==> config.mk <==
export PLATFORM = sky130hd
export DESIGN_NAME = calc_engine
export DESIGN_NICKNAME = d
export VERILOG_FILES = /design/src/rtl/calc_pkg.sv /design/src/rtl/calc_muldiv.sv /design/src/rtl/calc_engine.sv
export SDC_FILE = /design/constraint.sdc
export NUM_CORES = 1
export LEC_CHECK = 0
export BUFFER_PORTS_ARGS = -buffer_cell sky130_fd_sc_hd__buf_2
export CELL_PAD_IN_SITES_DETAIL_PLACEMENT = 0
export CELL_PAD_IN_SITES_GLOBAL_PLACEMENT = 1
export CORE_UTILIZATION = 52
export DETAILED_ROUTE_END_ITERATION = 8
export GPL_TIMING_DRIVEN = 0
export HOLD_SLACK_MARGIN = 0.03
export PLACE_DENSITY_LB_ADDON = 0.08
export SETUP_SLACK_MARGIN = 0.05
export SLEW_MARGIN = 25
export SYNTH_ARGS = -nofsm -noshare
export SYNTH_HDL_FRONTEND = slang
export SYNTH_SLANG_ARGS = --single-unit
==> constraint.sdc <==
create_clock -name clk -period 11 [get_ports clk]
set_clock_uncertainty 0.15 [all_clocks]
set_input_delay 2.2 -clock clk [delete_from_list [all_inputs] [get_ports clk]]
set_output_delay 2.2 -clock clk [all_outputs]
set_load 0.02 [all_outputs]
==> src/rtl/calc_pkg.sv <==
// Shared constants for the calculator core: op codes, button indices, FSM states.
package calc_pkg;

  localparam logic [2:0] OP_ADD   = 3'd0;
  localparam logic [2:0] OP_SUB   = 3'd1;
  localparam logic [2:0] OP_MUL   = 3'd2;
  localparam logic [2:0] OP_DIV   = 3'd3;
  localparam logic [2:0] OP_AND   = 3'd4;
  localparam logic [2:0] OP_OR    = 3'd5;
  localparam logic [2:0] OP_XOR   = 3'd6;
  localparam logic [2:0] OP_PASSB = 3'd7;

  localparam int unsigned BTN_EXEC   = 0;
  localparam int unsigned BTN_NEXT   = 1;
  localparam int unsigned BTN_RECALL = 2;
  localparam int unsigned BTN_CLEAR  = 3;

  typedef enum logic [1:0] {
    StIdle,
    StLoad,
    StExec,
    StDone
  } state_e;

endpackage

==> src/rtl/calc_muldiv.sv <==
// Iterative magnitude multiplier (shift-add) / restoring divider with sign fix-up.
// Runs DataW iterations after start; done_o is high in the last iteration cycle and
// res_o then already reflects that final iteration.
module calc_muldiv #(
  parameter int unsigned DataW = 4
) (
  input  logic                 clk,
  input  logic                 rst,
  input  logic                 start_i,
  input  logic                 abort_i,
  input  logic                 div_i,
  input  logic                 sgn_i,
  input  logic [DataW-1:0]     a_i,
  input  logic [DataW-1:0]     b_i,
  output logic                 done_o,
  output logic [2*DataW-1:0]   res_o,
  output logic                 dz_o,
  output logic                 qovf_o
);

  localparam int unsigned ResW = 2 * DataW;
  localparam int unsigned CntW = $clog2(DataW);

  logic             run_q, div_q, sgn_q, neg_q, rneg_q, dz_q;
  logic [CntW-1:0]  cnt_q;
  // Mul: p = partial product, x = shifted multiplicand, y = multiplier.
  // Div: p = remainder, x = divisor, y = dividend shifting into quotient.
  logic [ResW-1:0]  p_q, x_q, p_d, x_d;
  logic [DataW-1:0] y_q, y_d;
  logic [DataW-1:0] a_mag, b_mag, q_s, r_s;
  logic [DataW:0]   sh, diff;
  logic             last;

  assign a_mag = (sgn_i && a_i[DataW-1]) ? -a_i : a_i;
  assign b_mag = (sgn_i && b_i[DataW-1]) ? -b_i : b_i;

  // One shift-add or restoring-subtract step.
  always_comb begin
    p_d  = p_q;
    x_d  = x_q;
    y_d  = y_q;
    sh   = {p_q[DataW-1:0], y_q[DataW-1]};
    diff = sh - x_q[DataW:0];
    if (div_q) begin
      y_d = {y_q[DataW-2:0], 1'b0};
      if (sh >= x_q[DataW:0]) begin
        p_d    = {{(DataW-1){1'b0}}, diff};
        y_d[0] = 1'b1;
      end else begin
        p_d = {{(DataW-1){1'b0}}, sh};
      end
    end else begin
      if (y_q[0]) p_d = p_q + x_q;
      x_d = {x_q[ResW-2:0], 1'b0};
      y_d = {1'b0, y_q[DataW-1:1]};
    end
  end

  assign last   = (cnt_q == CntW'(DataW - 1));
  assign done_o = run_q && (dz_q || last);
  assign dz_o   = dz_q;
  // Signed quotient of +2^(W-1) (e.g. -8 / -1) cannot be represented.
  assign qovf_o = div_q && !dz_q && sgn_q && !neg_q && y_d[DataW-1];

  // Apply result signs to the final magnitudes.
  always_comb begin
    q_s = neg_q ? -y_d : y_d;
    r_s = rneg_q ? -p_d[DataW-1:0] : p_d[DataW-1:0];
    if (!div_q) begin
      res_o = neg_q ? -p_d : p_d;
    end else if (dz_q) begin
      res_o = '1;
    end else begin
      res_o = {r_s, q_s};
    end
  end

  // Operand capture on start, then one iteration per cycle until done.
  always_ff @(posedge clk or posedge rst) begin
    if (rst) begin
      run_q  <= 1'b0;
      div_q  <= 1'b0;
      sgn_q  <= 1'b0;
      neg_q  <= 1'b0;
      rneg_q <= 1'b0;
      dz_q   <= 1'b0;
      cnt_q  <= '0;
      p_q    <= '0;
      x_q    <= '0;
      y_q    <= '0;
    end else if (abort_i) begin
      run_q <= 1'b0;
    end else if (start_i) begin
      run_q  <= 1'b1;
      div_q  <= div_i;
      sgn_q  <= sgn_i;
      neg_q  <= sgn_i & (a_i[DataW-1] ^ b_i[DataW-1]);
      rneg_q <= sgn_i & a_i[DataW-1];
      dz_q   <= div_i && (b_i == '0);
      cnt_q  <= '0;
      p_q    <= '0;
      if (div_i) begin
        x_q <= {{DataW{1'b0}}, b_mag};
        y_q <= a_mag;
      end else begin
        x_q <= {{DataW{1'b0}}, a_mag};
        y_q <= b_mag;
      end
    end else if (run_q) begin
      p_q   <= p_d;
      x_q   <= x_d;
      y_q   <= y_d;
      cnt_q <= cnt_q + CntW'(1);
      if (done_o) run_q <= 1'b0;
    end
  end

endmodule

==> src/rtl/calc_engine.sv <==
// Calculator core: op select, operand latch, FSM, sticky flags, accumulator
// chaining and a result-history ring with recall.
module calc_engine
  import calc_pkg::*;
#(
  parameter int unsigned DATA_W     = 4,
  parameter int unsigned HIST_DEPTH = 4
) (
  input  logic                  clk,
  input  logic                  rst,
  input  logic [2*DATA_W-1:0]   sw_i,
  input  logic [3:0]            btn_i,
  input  logic                  chain_i,
  input  logic                  sign_i,
  output logic [2:0]            op_o,
  output logic                  busy_o,
  output logic                  done_o,
  output logic [2*DATA_W-1:0]   result_o,
  output logic                  err_o,
  output logic                  ovf_o,
  output logic                  led_o
);

  localparam int unsigned ResW = 2 * DATA_W;
  localparam int unsigned PtrW = $clog2(HIST_DEPTH);
  localparam logic [PtrW:0] CntFull = (PtrW + 1)'(HIST_DEPTH);
  localparam logic [PtrW:0] CntOne  = (PtrW + 1)'(1);

  state_e              state_q, state_d;
  logic [2:0]          op_q, op_d, lop_q;
  logic [DATA_W-1:0]   a_q, b_q, a_load, b_load;
  logic                sgn_q;
  logic [ResW-1:0]     acc_q, acc_d, result_q, result_d;
  logic                err_q, err_d, ovf_q, ovf_d;
  logic [ResW-1:0]     hist_q [HIST_DEPTH];
  logic [ResW-1:0]     hist_d [HIST_DEPTH];
  logic [PtrW-1:0]     wr_ptr_q, wr_ptr_d, k_q, k_d, rec_idx;
  logic [PtrW:0]       cnt_q, cnt_d;

  logic                clear, is_md, fin, md_start, md_done, md_dz, md_qovf, new_ovf, new_err;
  logic [ResW-1:0]     md_res, exec_res, sum_ext;
  logic [DATA_W:0]     a_x, b_x, sum;

  function automatic logic fits_w(input logic [ResW-1:0] v, input logic s);
    if (s) return (&v[ResW-1:DATA_W-1]) | ~(|v[ResW-1:DATA_W-1]);
    return ~(|v[ResW-1:DATA_W]);
  endfunction

  assign clear    = btn_i[BTN_CLEAR];
  assign a_load   = chain_i ? acc_q[DATA_W-1:0] : sw_i[ResW-1:DATA_W];
  assign b_load   = sw_i[DATA_W-1:0];
  assign is_md    = (lop_q == OP_MUL) || (lop_q == OP_DIV);
  assign fin      = (state_q == StExec) && (!is_md || md_done);
  assign md_start = (state_q == StLoad) && !clear && ((op_q == OP_MUL) || (op_q == OP_DIV));
  assign new_err  = (lop_q == OP_DIV) && md_dz;
  assign new_ovf  = (lop_q == OP_DIV) ? md_qovf : !fits_w(exec_res, sgn_q);
  assign rec_idx  = wr_ptr_q - PtrW'(1) - k_q;

  calc_muldiv #(
    .DataW (DATA_W)
  ) u_muldiv (
    .clk     (clk),
    .rst     (rst),
    .start_i (md_start),
    .abort_i (clear),
    .div_i   (op_q == OP_DIV),
    .sgn_i   (sign_i),
    .a_i     (a_load),
    .b_i     (b_load),
    .done_o  (md_done),
    .res_o   (md_res),
    .dz_o    (md_dz),
    .qovf_o  (md_qovf)
  );

  // Single-cycle ops; ADD/SUB use a W+1-bit sum extended per sign mode.
  always_comb begin
    a_x     = {sgn_q & a_q[DATA_W-1], a_q};
    b_x     = {sgn_q & b_q[DATA_W-1], b_q};
    sum     = (lop_q == OP_SUB) ? (a_x - b_x) : (a_x + b_x);
    sum_ext = {{(DATA_W-1){sgn_q & sum[DATA_W]}}, sum};
    case (lop_q)
      OP_ADD, OP_SUB: exec_res = sum_ext;
      OP_AND:         exec_res = {{DATA_W{1'b0}}, a_q & b_q};
      OP_OR:          exec_res = {{DATA_W{1'b0}}, a_q | b_q};
      OP_XOR:         exec_res = {{DATA_W{1'b0}}, a_q ^ b_q};
      OP_PASSB:       exec_res = {{DATA_W{1'b0}}, b_q};
      default:        exec_res = md_res;
    endcase
  end

  // FSM next state plus result, accumulator, flag and history updates.
  always_comb begin
    state_d  = state_q;
    op_d     = op_q;
    acc_d    = acc_q;
    result_d = result_q;
    err_d    = err_q;
    ovf_d    = ovf_q;
    hist_d   = hist_q;
    wr_ptr_d = wr_ptr_q;
    cnt_d    = cnt_q;
    k_d      = k_q;
    case (state_q)
      StIdle: begin
        if (btn_i[BTN_EXEC]) begin
          state_d = StLoad;
          k_d     = '0;
        end else begin
          if (btn_i[BTN_NEXT]) op_d = op_q + 3'd1;
          if (btn_i[BTN_RECALL] && (cnt_q != '0)) begin
            result_d = hist_q[rec_idx];
            k_d      = (({1'b0, k_q} + CntOne) == cnt_q) ? '0 : k_q + PtrW'(1);
          end
        end
      end
      StLoad: state_d = StExec;
      StExec: begin
        if (fin && !clear) begin
          state_d          = StDone;
          result_d         = exec_res;
          acc_d            = exec_res;
          hist_d[wr_ptr_q] = exec_res;
          wr_ptr_d         = wr_ptr_q + PtrW'(1);
          if (cnt_q != CntFull) cnt_d = cnt_q + CntOne;
          err_d            = err_q | new_err;
          ovf_d            = ovf_q | new_ovf;
        end
      end
      StDone:  state_d = StIdle;
      default: state_d = StIdle;
    endcase
    // Clear aborts from any state; history and op survive.
    if (clear) begin
      state_d  = StIdle;
      acc_d    = '0;
      result_d = '0;
      err_d    = 1'b0;
      ovf_d    = 1'b0;
    end
  end

  // State and datapath registers; operands are captured at the end of LOAD.
  always_ff @(posedge clk or posedge rst) begin
    if (rst) begin
      state_q  <= StIdle;
      op_q     <= OP_ADD;
      lop_q    <= OP_ADD;
      a_q      <= '0;
      b_q      <= '0;
      sgn_q    <= 1'b0;
      acc_q    <= '0;
      result_q <= '0;
      err_q    <= 1'b0;
      ovf_q    <= 1'b0;
      hist_q   <= '{default: '0};
      wr_ptr_q <= '0;
      cnt_q    <= '0;
      k_q      <= '0;
    end else begin
      state_q  <= state_d;
      op_q     <= op_d;
      acc_q    <= acc_d;
      result_q <= result_d;
      err_q    <= err_d;
      ovf_q    <= ovf_d;
      hist_q   <= hist_d;
      wr_ptr_q <= wr_ptr_d;
      cnt_q    <= cnt_d;
      k_q      <= k_d;
      if (state_q == StLoad) begin
        a_q   <= a_load;
        b_q   <= b_load;
        lop_q <= op_q;
        sgn_q <= sign_i;
      end
    end
  end

  assign op_o     = op_q;
  assign busy_o   = (state_q == StLoad) || (state_q == StExec);
  assign done_o   = (state_q == StDone);
  assign result_o = result_q;
  assign err_o    = err_q;
  assign ovf_o    = ovf_q;
  assign led_o    = err_q | ovf_q;

endmodule

# == Word level (Yosys, flattened, before mapping) ==
# Cells that the tools add are included.
# word_totals
ff_bits,98
input_bits,16
output_inout_bits,16
wordCells,195
# op_classes
addsub,17
order_cmp,4
n_eq_ne,20
n_mux,60
n_bitwise,19
n_reduce_logical,48
# ops
cell,n
2-to-1 mux 8 bit,17
2-to-1 mux 4 bit,12
case mux 8 bit (5 select lines),1
bitwise mux 32 bit,1
binary-select mux 8 bit (select 2 bit),1
demux 8 bit (select 2 bit),1
2-to-1 mux 2 bit,8
negation 4 bit,4
case mux 8 bit (2 select lines),1
logical AND 1 bit,15
2-to-1 mux 1 bit,15
"!= test 3 bit, second input constant",5
"equality test 3 x 2 -> 1 bit, second input constant",4
"equality test 3 bit, second input constant",4
AND reduction 2 bit,6
2-to-1 mux 5 bit,2
subtractor 5 bit,2
AND reduction 3 bit,3
adder 8 bit,1
negation 8 bit,1
case mux 2 bit (4 select lines),1
nonzero test 2 bit,4
"adder 2 x 1 -> 2 bit, second input constant",3
"adder 3 x 1 -> 3 bit, second input constant",2
31 further kinds,54

# == Logic depth before layout (Yosys ltp) ==
# Gate-level depths: netlist of run 1.
# depth
ltp_word,19
depth_mapped,16
depth_no_buf,16

# == By module ==
# Synthesis of run 1 repeated with hierarchy kept, for this count alone.
# hier_totals
hier_cells,659
hier_area_um2,6583.8
# by_module_without_submodules
module,instances,cells_each,area_each_um2,seq_area_each_um2
calc_engine,1,350,4003.8,1751.7
calc_muldiv,1,309,2580.0,700.7

# == Worst setup path before layout of run 1 ==
# OpenSTA, ideal clock, no wires.
# synth_timing
kind,in2reg
start,input port chain_i
end,register u_muldiv.y_q[1]
setup_ns,0.136
arrival_ns,3.523
t_required_ns,10.714
setup_slack_ns,7.191
cell_stages,7
path_buffers,1
cell_sequence,clkbuf_1 mux2i_1 ha_1 o21ai_0 mux2i_1 o21ai_0 o21ai_0
# synth_between
elab_chain_len,5
word_cells_on_any_way,6
classes_between,add/sub (1); mux (4); reduce/logical (1)
# synth_lines
element,line_no,rtl
from (decl),calc_engine.sv:13,"input logic chain_i,"
2-to-1 mux 4 bit (*),calc_engine.sv:50,assign a_load = chain_i ? acc_q[DATA_W-1:0] : sw_i[ResW-1:DATA_W];
negation 4 bit / logical AND 1 bit (equally long branches),calc_muldiv.sv:34,assign a_mag = (sgn_i && a_i[DataW-1]) ? -a_i : a_i;
2-to-1 mux 4 bit (*),calc_muldiv.sv:34,
2-to-1 mux 4 bit (*),calc_muldiv.sv:102,if (div_i) begin
2-to-1 mux 4 bit (*),calc_muldiv.sv:93,end else if (start_i) begin
to (signal assigned),calc_muldiv.sv:104,y_q <= a_mag;
to (signal assigned),calc_muldiv.sv:107,y_q <= b_mag;
to (signal assigned),calc_muldiv.sv:112,y_q <= y_d;
to (decl),calc_muldiv.sv:29,"logic [DataW-1:0] y_q, y_d;"
# Mark *: on every way between the ends. The rest lies on a longest branch, timed or not.
# A chain may end at the register's enable or synchronous reset.

# == Worst setup path in the final report of run 1 ==
# layout_timing
start,register lop_q[1]
end,"register ovf_q, in the netlist ovf_o"
# layout_between
elab_chain_len,15
word_cells_on_any_way,33
classes_between,eq/ne (7); mux (8); bitwise (5); reduce/logical (13)
# layout_lines
element,line_no,rtl
from (decl),calc_engine.sv:30,"logic [2:0] op_q, op_d, lop_q;"
from (signal assigned),calc_engine.sv:174,lop_q <= op_q;
equality test 3 x 1 -> 1 bit,"calc_engine.sv:80, calc_engine.sv:82",
2-to-1 mux 5 bit,calc_engine.sv:80,sum = (lop_q == OP_SUB) ? (a_x - b_x) : (a_x + b_x);
AND 1 bit,calc_engine.sv:81,"sum_ext = {{(DATA_W-1){sgn_q & sum[DATA_W]}}, sum};"
case mux 8 bit (5 select lines),calc_engine.sv:82,case (lop_q)
OR reduction 5 bit,calc_engine.sv:45,if (s) return (&v[ResW-1:DATA_W-1]) | ~(|v[ResW-1:DATA_W-1]);
inverter 1 bit,calc_engine.sv:45,
OR 1 bit,calc_engine.sv:45,
2-to-1 mux 1 bit,calc_engine.sv:45,
2-to-1 mux 1 bit,calc_engine.sv:46,return ~(|v[ResW-1:DATA_W]);
zero test 1 bit,calc_engine.sv:56,"assign new_ovf = (lop_q == OP_DIV) ? md_qovf : !fits_w(exec_res, sgn_q);"
2-to-1 mux 1 bit,calc_engine.sv:56,
OR 1 bit,calc_engine.sv:127,ovf_d = ovf_q | new_ovf;
2-to-1 mux 1 bit,calc_engine.sv:119,if (fin && !clear) begin
2-to-1 mux 1 bit,calc_engine.sv:104,case (state_q)
2-to-1 mux 1 bit,calc_engine.sv:134,if (clear) begin
to (signal assigned),calc_engine.sv:166,ovf_q <= ovf_d;
to (decl),calc_engine.sv:34,"logic err_q, err_d, ovf_q, ovf_d;"
# Parallel ways exist; a longest one is shown, timed or not. The select of a mux whose other input is x is not followed.

==> results of run 1 <==
## final timing paths
check	endpoint	slack, ns	cells past startpoint
worst min-delay path	hist_q[2]	0.33	2
min in group asynchronous	hist_q[20]	1.71	2
max in group asynchronous	op_o[2]	8.37	3
worst min register to register	hist_q[2]	0.33	2
worst max-delay path	ovf_o	6.77	16
worst max register to register	ovf_o	6.77	16
## through the flow
step | utilization (%) | setup WS [ns] | std cells
2_1_floorplan | - | 6.088 | 685
3_5_place_dp | 56.31 | 6.617 | 862
5_1_grt | 58.99 | 6.424 | 879
4_1_cts | 58.94 | 6.763 | 878
6_report | 58.99 | 6.768 | 879
3_3_place_gp | 56.04 | 4.908 | 861
## layout by cell type (no fill, tap or decap), types with 5 or more instances in the layout
cell type  count
inv_1         45
a21oi_1       36
nand3b_1       6
buf_2         32
inv_6          5
a31oi_1       10
mux4_2        11
mux2_2        14
dfrtp_1       98
nor2b_1        8
nor2_1        48
a211oi_1       5
nor3_1         6
mux2i_1       13
ha_1          46
a21o_1         7
nand2b_1       8
o21ai_0       69
xnor2_1       19
a22o_1        16
nand3_1        5
nand2_1       94
clkbuf_1      29
xor2_1         8
clkbuf_16      9
## synthesized netlist by cell type, types with 3 or more instances
cell / count
nor3_1: 6
xnor2_1: 19
a221oi_1: 3
dfrtp_1: 98
a22oi_1: 4
o211ai_1: 3
a2111oi_0: 4
nand3b_1: 6
a21oi_1: 36
a31oi_1: 10
nand2_1: 94
or2_2: 4
and3_1: 3
mux2_2: 14
nor4b_1: 3
nor2b_1: 8
nor2_1: 48
fa_1: 3
a22o_1: 16
o22ai_1: 4
o31ai_1: 3
mux4_2: 11
o21ai_0: 69
a21o_1: 7
ha_1: 46
a211oi_1: 5
mux2i_1: 13
clkbuf_1: 29
buf_2: 3
inv_1: 46
nand2b_1: 8
nand3_1: 5
xor2_1: 8
## state kept, by name (all words and copies together) (netlist names), 2 cells and up
register and count:
a_q 4, acc_q 4, b_q 4, cnt_q 3
hist_q 32, k_q 2, lop_q 3, op_o 3
result_o 8, state_q 2, u_muldiv.cnt_q 2, u_muldiv.p_q 8
u_muldiv.x_q 8, u_muldiv.y_q 4, wr_ptr_q 2
## final cells by class
cell class,instances,share of cell area [%]
timing repair buffer,31,2.518
tap,147,2.607
clock buffer,10,3.387
multi-input combinational,508,51.32
inverter,46,2.518
clock inverter,6,1.082
sequential,98,34.76
buffer,33,1.809
## worst max-delay path, stage by stage (launching register included)
cell	delay (ns)
dfrtp_1	0.36
clkbuf_1	0.21
nor2_1	0.24
and2_1	0.16
clkbuf_1	0.22
mux2_2	0.40
inv_1	0.06
ha_1	0.22
a21o_1	0.17
a21oi_1	0.17
xnor2_1	0.15
nor2_1	0.06
a2111oi_0	0.39
a32o_1	0.42
nand2_1	0.09
or4_1	0.40
o31a_1	0.24
## per-layer routing
metal	global-route usage [%]	part of all wire (%)	vias up	wire length (um)
met4	8.622	1.7	0	266
met3	2.785	3.6	19	578
li1	-	-	2518	-
met2	42.88	46	115	7357
met1	37.85	49	2537	7725
met5	0	0	-	0
## power groups by stage
stage               registers (uW)  logic, uW  clock network [uW]
floorplan                      604       1060                   0
global placement               614       1380                   0
detailed placement             623       1410                   0
CTS                            616       1420                 346
global route                   634       1600                 358
finish                         616       1430                 344
## cell families after synthesis
logic type	count (synthesis)	share of synthesized area (%)
AND/OR/NAND/NOR	199	14.33
AO/OA/AOI/OAI	195	20.40
flip-flops	98	38.48
buffers and inverters	79	4.711
adder cells (fa/ha/maj)	49	9.973
multiplexers	38	8.402
XOR/XNOR	27	3.710
==> results.md, run 1 <==
* Design Area, Final at between 7000 and 8000 sq um
* Combinational fraction of design power at about three fifths
* RSZ-0062 raised after global routing: false
* PostCTS Resize Cnt at 0
* Main synth FF type: dfrtp_1
* Routed wire length at ~16000 um
* Max Cap Violations at 0
* Internal power at between 1000 and 1500 uW
* Synth Instances at around 690
* Sw Share at a little under half
* Register area at between 2000 and 2500 sq um
* Post-route minimum period at between 4 and 5 ns
* Chip height at between 100 and 150 um
* Hold WC Path Type: register to register
* Root buf cell: clkbuf_16
* Fin. Hold Viols at 0
* Switch Pwr at 1128 uW
* Setup Viol. Count Final at 0
* Yosys warns at 0
* Post-CTS setup buffers at 0
* Filler Cell Count at 1096
* Synth Area per Inst at 9.305 sq um
* Worst-margin pin slew at 1.011 ns
* Post-Synthesis Net Count at 750
* GRT overflow at 0
* Drc violations at 0
* GPL Wtd Cong at roughly 0.87
* Initial Util at 53.28%
* Antenna violations before repair at 0
* Final net count at between 700 and 800
* First-pass GRT wire length at approximately 26000 um
* TNS Setup at 0 ns
* Reg2reg start: lop_q[1]
* Drt via density at between 5 and 6
* FMAX at 236.3 MHz
* Final Cycle Share at approximately 38%
* Total CTS buffers at 9
* Worst IR Drop VDD at roughly 0.18 mV
* FP Rows at 40
* DRT iter0 DRCs at 367
* DR pass1 iterations at 5
* Worst Path Max Fanout at 9
* Worst Setup Start Kind: register
* Layout area overhead at 10.70%
* Clock Pin Slew Worst Setup and Hold Paths at 0.07 ns
* Vias in the first global route at approximately 5100
* Clk network pwr share at between 10% and 20%
* Ys async rst share at 100.0%
* Post-synth EDFFs at 0
* H-tree levels at 3
* Multi-input logic area at 3621 sq um
* Leak Pwr at ~0.0033 uW
* Worst skew pair latency at roughly 0.35 ns
* CP Capture Type: register
* Core Box Area at about 12000 sq um
* Pin count of the biggest net entering global routing at 53
* Cts-stage hold buffer count at 0
* Top-level port count at 32
* Worst-case clock buffer depth at 2
* Hold Crit Start: hist_q[2]
* ANT nets after route at 0
* Sink Count at approximately 100
* Pwr Density at about 340 nW/um^2
* Largest cells by area after synthesis: dfrtp_1, ha_1, nand2_1
* Reg power frac at roughly a quarter
* Synth Register Bits at between 90 and 100
* Crit path kind: register to register
* Tightest hold margin at approximately 0.33 ns
* Critical path startpoint: lop_q[1]
* Final Max Tran Viols at 0
* Layout cell share with drive strength beyond 1 at 12.57%
* Total number of vias at roughly 5200
* Status: complete, no violations
* Die Span X at 112.7 um
* Detailed Place HPWL at about 12000 um
* Worst path arrival time at between 4 and 5 ns
* Post-synthesis cell type count at 70
* CTS tree: done
* Total track usage at a little over a quarter
* Port Buffers at 29
* Area after DPL at 6735 sq um
* Die area at 12700 sq um
* Top-area cell type share of the netlist area at 38.48%
* Yosys top cell by area: dfrtp_1
* Cell Area, Synth at 6374 sq um
* Rel. slew slack at 32.11%
* Total Power at roughly 2400 uW
* Wirelength per Cell at roughly 18 um
* Antenna diodes at 0
* Worst Path Required at around 11 ns
* Seq/Total Area, Yosys at around 38%
Power figures use the tool's default switching activity.
==> inputs of run 2 (changes only) <==
CORE_UTILIZATION = 44   (was 52)
clock period = 3.7 ns   (was 11 ns; I/O delays follow)
==> run 2 against run 1 <==
The flow now finishes with violations (negative setup slack). Clock-buffer cell count stayed put. Cell count rose by 6.9%. Hold slack worse by 0.12 ns. Highest routed layer unchanged. Sequential share of layout area decreased by 2.5 points. Core utilization down 4.4 points. First-iteration DRC count is 7.9% lower. Sequential cell count is the same. Die area grew 18%. Power grew to 3.4 times the previous value. Critical path depth fell by 4. Worst setup slack got worse by 6.8 ns.
==> results.md, run 2 (same netlist as run 1, synthesis figures left out) <==
* Die Span X at roughly 120 um
* Crit path kind: register to register
* Die area at ~15000 sq um
* Worst IR Drop VDD at ~0.56 mV
* Pwr Density at ~1100 nW/um^2
* FP Rows at 43
* Worst Setup Start Kind: register
* Max reg flops at 32
* Antenna diodes at 0
* CP Capture Type: register
* Fin. Hold Viols at 0
* DR pass1 iterations at 5
* Hold WC Path Type: input port to async pin
* H-tree levels at 3
* GRT overflow at 0
* Chip height at between 100 and 150 um
* Max Cap Violations at 0
* Rel. slew slack at 39.18%
* Routed wire length at 17190 um
* Antenna violations before repair at 0
* Setup Viol. Count Final at 1
* Worst Path Required at 3.80 ns
* GPL Wtd Cong at approximately 0.86
* Pin count of the biggest net entering global routing at 66
* Core Box Area at roughly 14000 sq um
* Commonest non-fill, non-tap cell in the layout: nand2_1
* First-pass GRT wire length at between 20000 and 30000 um
* Vias in the first global route at about 5100
* CTS tree: done
* Placed Cells at between 800 and 900
* Drc violations at 0
* Status: finished with violations
* Total CTS buffers at 9
* Total track usage at about a quarter
* Final Max Tran Viols at 0
* Top-level port count at 32
* Root buf cell: clkbuf_16
* TNS Setup at -0.07979 ns
* Layout area overhead at 19.85%
* FMAX at 264.6 MHz
* Post-route minimum period at 3.780 ns
* ANT nets after route at 0
* Clock Pin Slew Worst Setup and Hold Paths at 0.08 ns
* Final net count at between 800 and 900
* Leak Pwr at around 0.0034 uW
* Worst skew pair latency at 0.36 ns
* RSZ-0062 raised after global routing: true
* Cell Count, Final, Fillers Out at 940
* Initial Util at between 40 and 50%
* Worst-case clock buffer depth at 2
* Design Area, Final at approximately 7600 sq um
* Worst-margin pin slew at approximately 0.91 ns
* Min setup slack post-route at -0.07979 ns
* Failing checks: negative setup slack
* Port Buffers at 29
* Layout cell share with drive strength beyond 1 at between 20% and 30%
* Biggest register: hist_q
* Area after DPL at 6784 sq um
* Worst Path Max Fanout at 3
* Worst path arrival time at 3.88 ns
* Most frequent cells in the layout: nand2_1, dfrtp_1, o21ai_0
* Total number of vias at around 5400
* DRT iter0 DRCs at roughly 340
* Detailed Place HPWL at 12400 um
* Drt via density at around 5.7
* Final Cycle Share at 102.2%
* Wirelength per Cell at 18.28 um
* Cts-stage hold buffer count at 0
* Sink Count at slightly below 100
## run 2: layout make-up
| cell class | instances | area [sq um] |
|---|---|---|
| Buffer | 30 | 122.6 |
| Clock buffer | 10 | 239.0 |
| Clock inverter | 6 | 53.80 |
| Fill cell | 1296 | 6350 |
| Inverter | 46 | 177.7 |
| Multi-Input combinational cell | 508 | 3934 |
| Sequential cell | 98 | 2461 |
| Tap cell | 180 | 225.2 |
| Timing Repair Buffer | 62 | 425.4 |
## run 2: critical path, cell delays in order (launching register included)
cell and delay (ns):
dfrtp_2 0.45, ha_4 0.18, fa_2 0.38, and3_4 0.17, or3_4 0.37, a311oi_4 0.24, a311o_2 0.21, nand3_4 0.10
o311a_4 0.41, a211oi_4 0.25, nor2_4 0.07, or4_1 0.40, o31a_1 0.28
## run 2: through the flow
stage,hold slack (ns),setup WS [ns],total power [uW],utilization (%)
after floorplan,0.2946,0.07320,4973,-
after global placement,0.3056,-0.9910,6006,48.23
after detailed placement,0.3162,-0.4073,6125,48.50
after CTS,0.2192,-0.1698,7654,52.43
after global routing,0.2388,-0.2037,8780,54.61
final,0.2082,-0.07979,8132,54.61
## run 2: layer usage
| layer | part of all wire, % | wire, um | global-route usage [%] | vias up |
|---|---|---|---|---|
| li1 | - | - | - | 2580 |
| met1 | 49 | 8386 | 34.24 | 2664 |
| met2 | 46 | 7924 | 37.96 | 121 |
| met3 | 3.5 | 609 | 2.928 | 15 |
| met4 | 1.5 | 265 | 8.079 | 0 |
| met5 | 0 | 0 | 0 | - |
## run 2: worst paths after layout
| path | from | endpoint | slack, ns | cells after the start |
|---|---|---|---|---|
| max in group asynchronous | rst | lop_q[0] | 2.51 | 3 |
| min in group clk | hist_q[2] | hist_q[2] | 0.33 | 2 |
| min reg2reg | hist_q[2] | hist_q[2] | 0.33 | 2 |
| min | rst | u_muldiv.cnt_q[1] | 0.21 | 2 |
| max | u_muldiv.p_q[0] | ovf_o | -0.08 | 12 |
| max reg2reg | u_muldiv.p_q[0] | ovf_o | -0.08 | 12 |
## run 2: what timing repair did
item	in CTS	in global routing
pin swaps	18	23
endpoints found under the setup margin	21	23
setup buffers	19	14
hold endpoints to repair	0	0
gates resized for setup	33	48
## run 2: where the power goes
part	total (uW)	internal, uW	switching, uW	leakage (uW)
registers	1860	1480	384	0.00127
logic	5310	2330	2970	0.00203
clock network	962	490	472	0.000142
total	8130	4310	3830	0.00344
==> inputs of run 3 (changes only) <==
BUFFER_PORTS_ARGS = unset   (was -buffer_cell sky130_fd_sc_hd__buf_2)
CORE_UTILIZATION = 45   (was 44)
DONT_BUFFER_PORTS = 1   (was unset)
==> run 3 against run 2 <==
The flow still finishes with violations (negative setup slack). Critical path depth stayed put. Hold slack got worse by 0.17 ns. Sequential power increased by 3%. Worst setup slack better by 0.023 ns. Critical path type unchanged. Largest cell class unchanged. Highest routed layer unchanged.
==> results.md, run 3 (same netlist as run 1, synthesis figures left out) <==
* Status: finished with violations
* Failing checks: negative setup slack
* Die area at 14640 sq um
* Port Buffers at 0
* Routed wire length at roughly 17000 um
* Chip height at between 100 and 150 um
* Worst Path Required at approximately 3.8 ns
* DR pass1 iterations at 4
* Root buf cell: clkbuf_16
* Die Span X at 121.0 um
* Worst Setup Start Kind: register
* Initial Util at a little under half
* Design Area, Final at roughly 7500 sq um
* Top-level port count at 32
* FMAX at roughly 270 MHz
* Rel. slew slack at around 33%
* Pin count of the biggest net entering global routing at 75
* Post-route minimum period at roughly 3.8 ns
* Commonest non-fill, non-tap cell in the layout: nand2_1
* Switch Pwr at between 3000 and 4000 uW
* Final Cycle Share at 101.5%
* Clock Pin Slew Worst Setup and Hold Paths at about 0.08 ns
* DRT iter0 DRCs at 374
* Internal power at about 4300 uW
* Wirelength per Cell at 18.43 um
* Worst skew pair latency at 0.35 ns
* Vias in the first global route at just over 5000
* Setup Viol. Count Final at 1
* Worst Path Max Fanout at 4
* Most frequent cells in the layout: nand2_1, dfrtp_1, o21ai_0
* Final net count at ~800
* Drt via density at about 5.6
* Layout cell share with drive strength beyond 1 at between 20% and 30%
* Worst IR Drop VDD at ~0.52 mV
* Min setup slack post-route at -0.05640 ns
* Fin. Hold Viols at 0
* Crit path kind: register to register
* Clk network pwr share at around 12%
* CP Capture Type: register
* Detailed Place HPWL at 12260 um
* Max Cap Violations at 0
* ANT nets after route at 0
* Drc violations at 0
* Cts-stage hold buffer count at 0
* Worst-case clock buffer depth at 2
* Area after DPL at 6639 sq um
* Biggest register: hist_q
* FP Rows at 43
* Sw Share at 46.73%
* GPL Wtd Cong at 0.8410
* Antenna diodes at 0
* First-pass GRT wire length at ~27000 um
* Hold WC Path Type: input port to async pin
* Worst-margin pin slew at between 1 and 1.5 ns
* CTS tree: done
* Antenna violations before repair at 0
* RSZ-0062 raised after global routing: true
* Total number of vias at 5161
* Combinational fraction of design power at 64.6%
* Final Max Tran Viols at 0
* Total track usage at about a quarter
* Reg2Reg Setup Slack at -0.06 ns
* Max reg flops at 32
* Core Box Area at about 14000 sq um
* Layout area overhead at 17.75%
* Total CTS buffers at 9
* Worst path arrival time at between 3 and 4 ns
* Tightest hold margin at 0.03951 ns
* Pwr Density at 1071 nW/um^2
* Leak Pwr at 0.003323 uW
* H-tree levels at 3
* GRT overflow at 0
* Sink Count at 98
* Reg power frac at 23.9%
## run 3: what timing repair did
item,in CTS,in global routing
setup buffers,19,17
endpoints found under the setup margin,19,21
resized for setup,25,56
pin swaps,17,19
## run 3: stage by stage
| stage | std cells | setup slack (ns) | utilization (%) | total power, uW | setup TNS, ns |
|---|---|---|---|---|---|
| after detailed placement | 867 | -0.3663 | 48.01 | 6027 | -1.025 |
| after global routing | 917 | -0.1334 | 54.28 | 8668 | -0.2040 |
| final | 917 | -0.05640 | 54.28 | 8038 | -0.05640 |
| after global placement | 865 | -0.8579 | 47.74 | 5924 | -84.25 |
| after floorplan | 685 | 0.07320 | - | 4973 | 0 |
| after CTS | 900 | -0.1526 | 51.76 | 7434 | -0.2671 |
## run 3: per-layer routing
metal	up-vias	routed length, um	track usage [%]
li1	2533	-	-
met1	2519	8249	34.39
met2	86	7691	38.07
met3	23	582	3.477
met4	0	378	8.488
met5	-	0	0
## run 3: critical path, cell delays in order, from the launching register on
cell	delay [ns]
dfrtp_2	0.47
ha_4	0.19
fa_2	0.36
and3_4	0.17
or3_4	0.34
a311oi_4	0.26
a311o_2	0.21
nand3_4	0.09
o311a_1	0.39
a211oi_2	0.30
nor2_4	0.07
or4_1	0.41
o31a_1	0.24
## run 3: area by class of cell
| type | count | area [sq um] |
|---|---|---|
| plain buffers | 31 | 127.6 |
| clock inverters | 6 | 51.30 |
| fillers | 1264 | 6322 |
| flip-flops and latches | 98 | 2461 |
| multi-input cells | 508 | 3923 |
| inverters | 46 | 177.7 |
| well taps | 180 | 225.2 |
| repair buffers | 38 | 310.3 |
| clock buffers | 10 | 229.0 |
## run 3: power by group through the flow
stage	Clock, uW	Sequential, uW	Combinational [uW]
after floorplan	0	1800	3180
after global placement	0	1910	4010
after detailed placement	0	1930	4100
after CTS	942	1930	4560
after global routing	985	1990	5700
final	924	1920	5190
## run 3: path summary, 6_finish.rpt
check,start,end,cells after the start
min reg2reg,hist_q[15],hist_q[15],2
min,rst,u_muldiv.p_q[7],1
max reg2reg,u_muldiv.x_q[0],ovf_o,12
max,u_muldiv.x_q[0],ovf_o,12
min in group clk,sw_i[2],u_muldiv.dz_o,1
max in group asynchronous,rst,lop_q[0],2
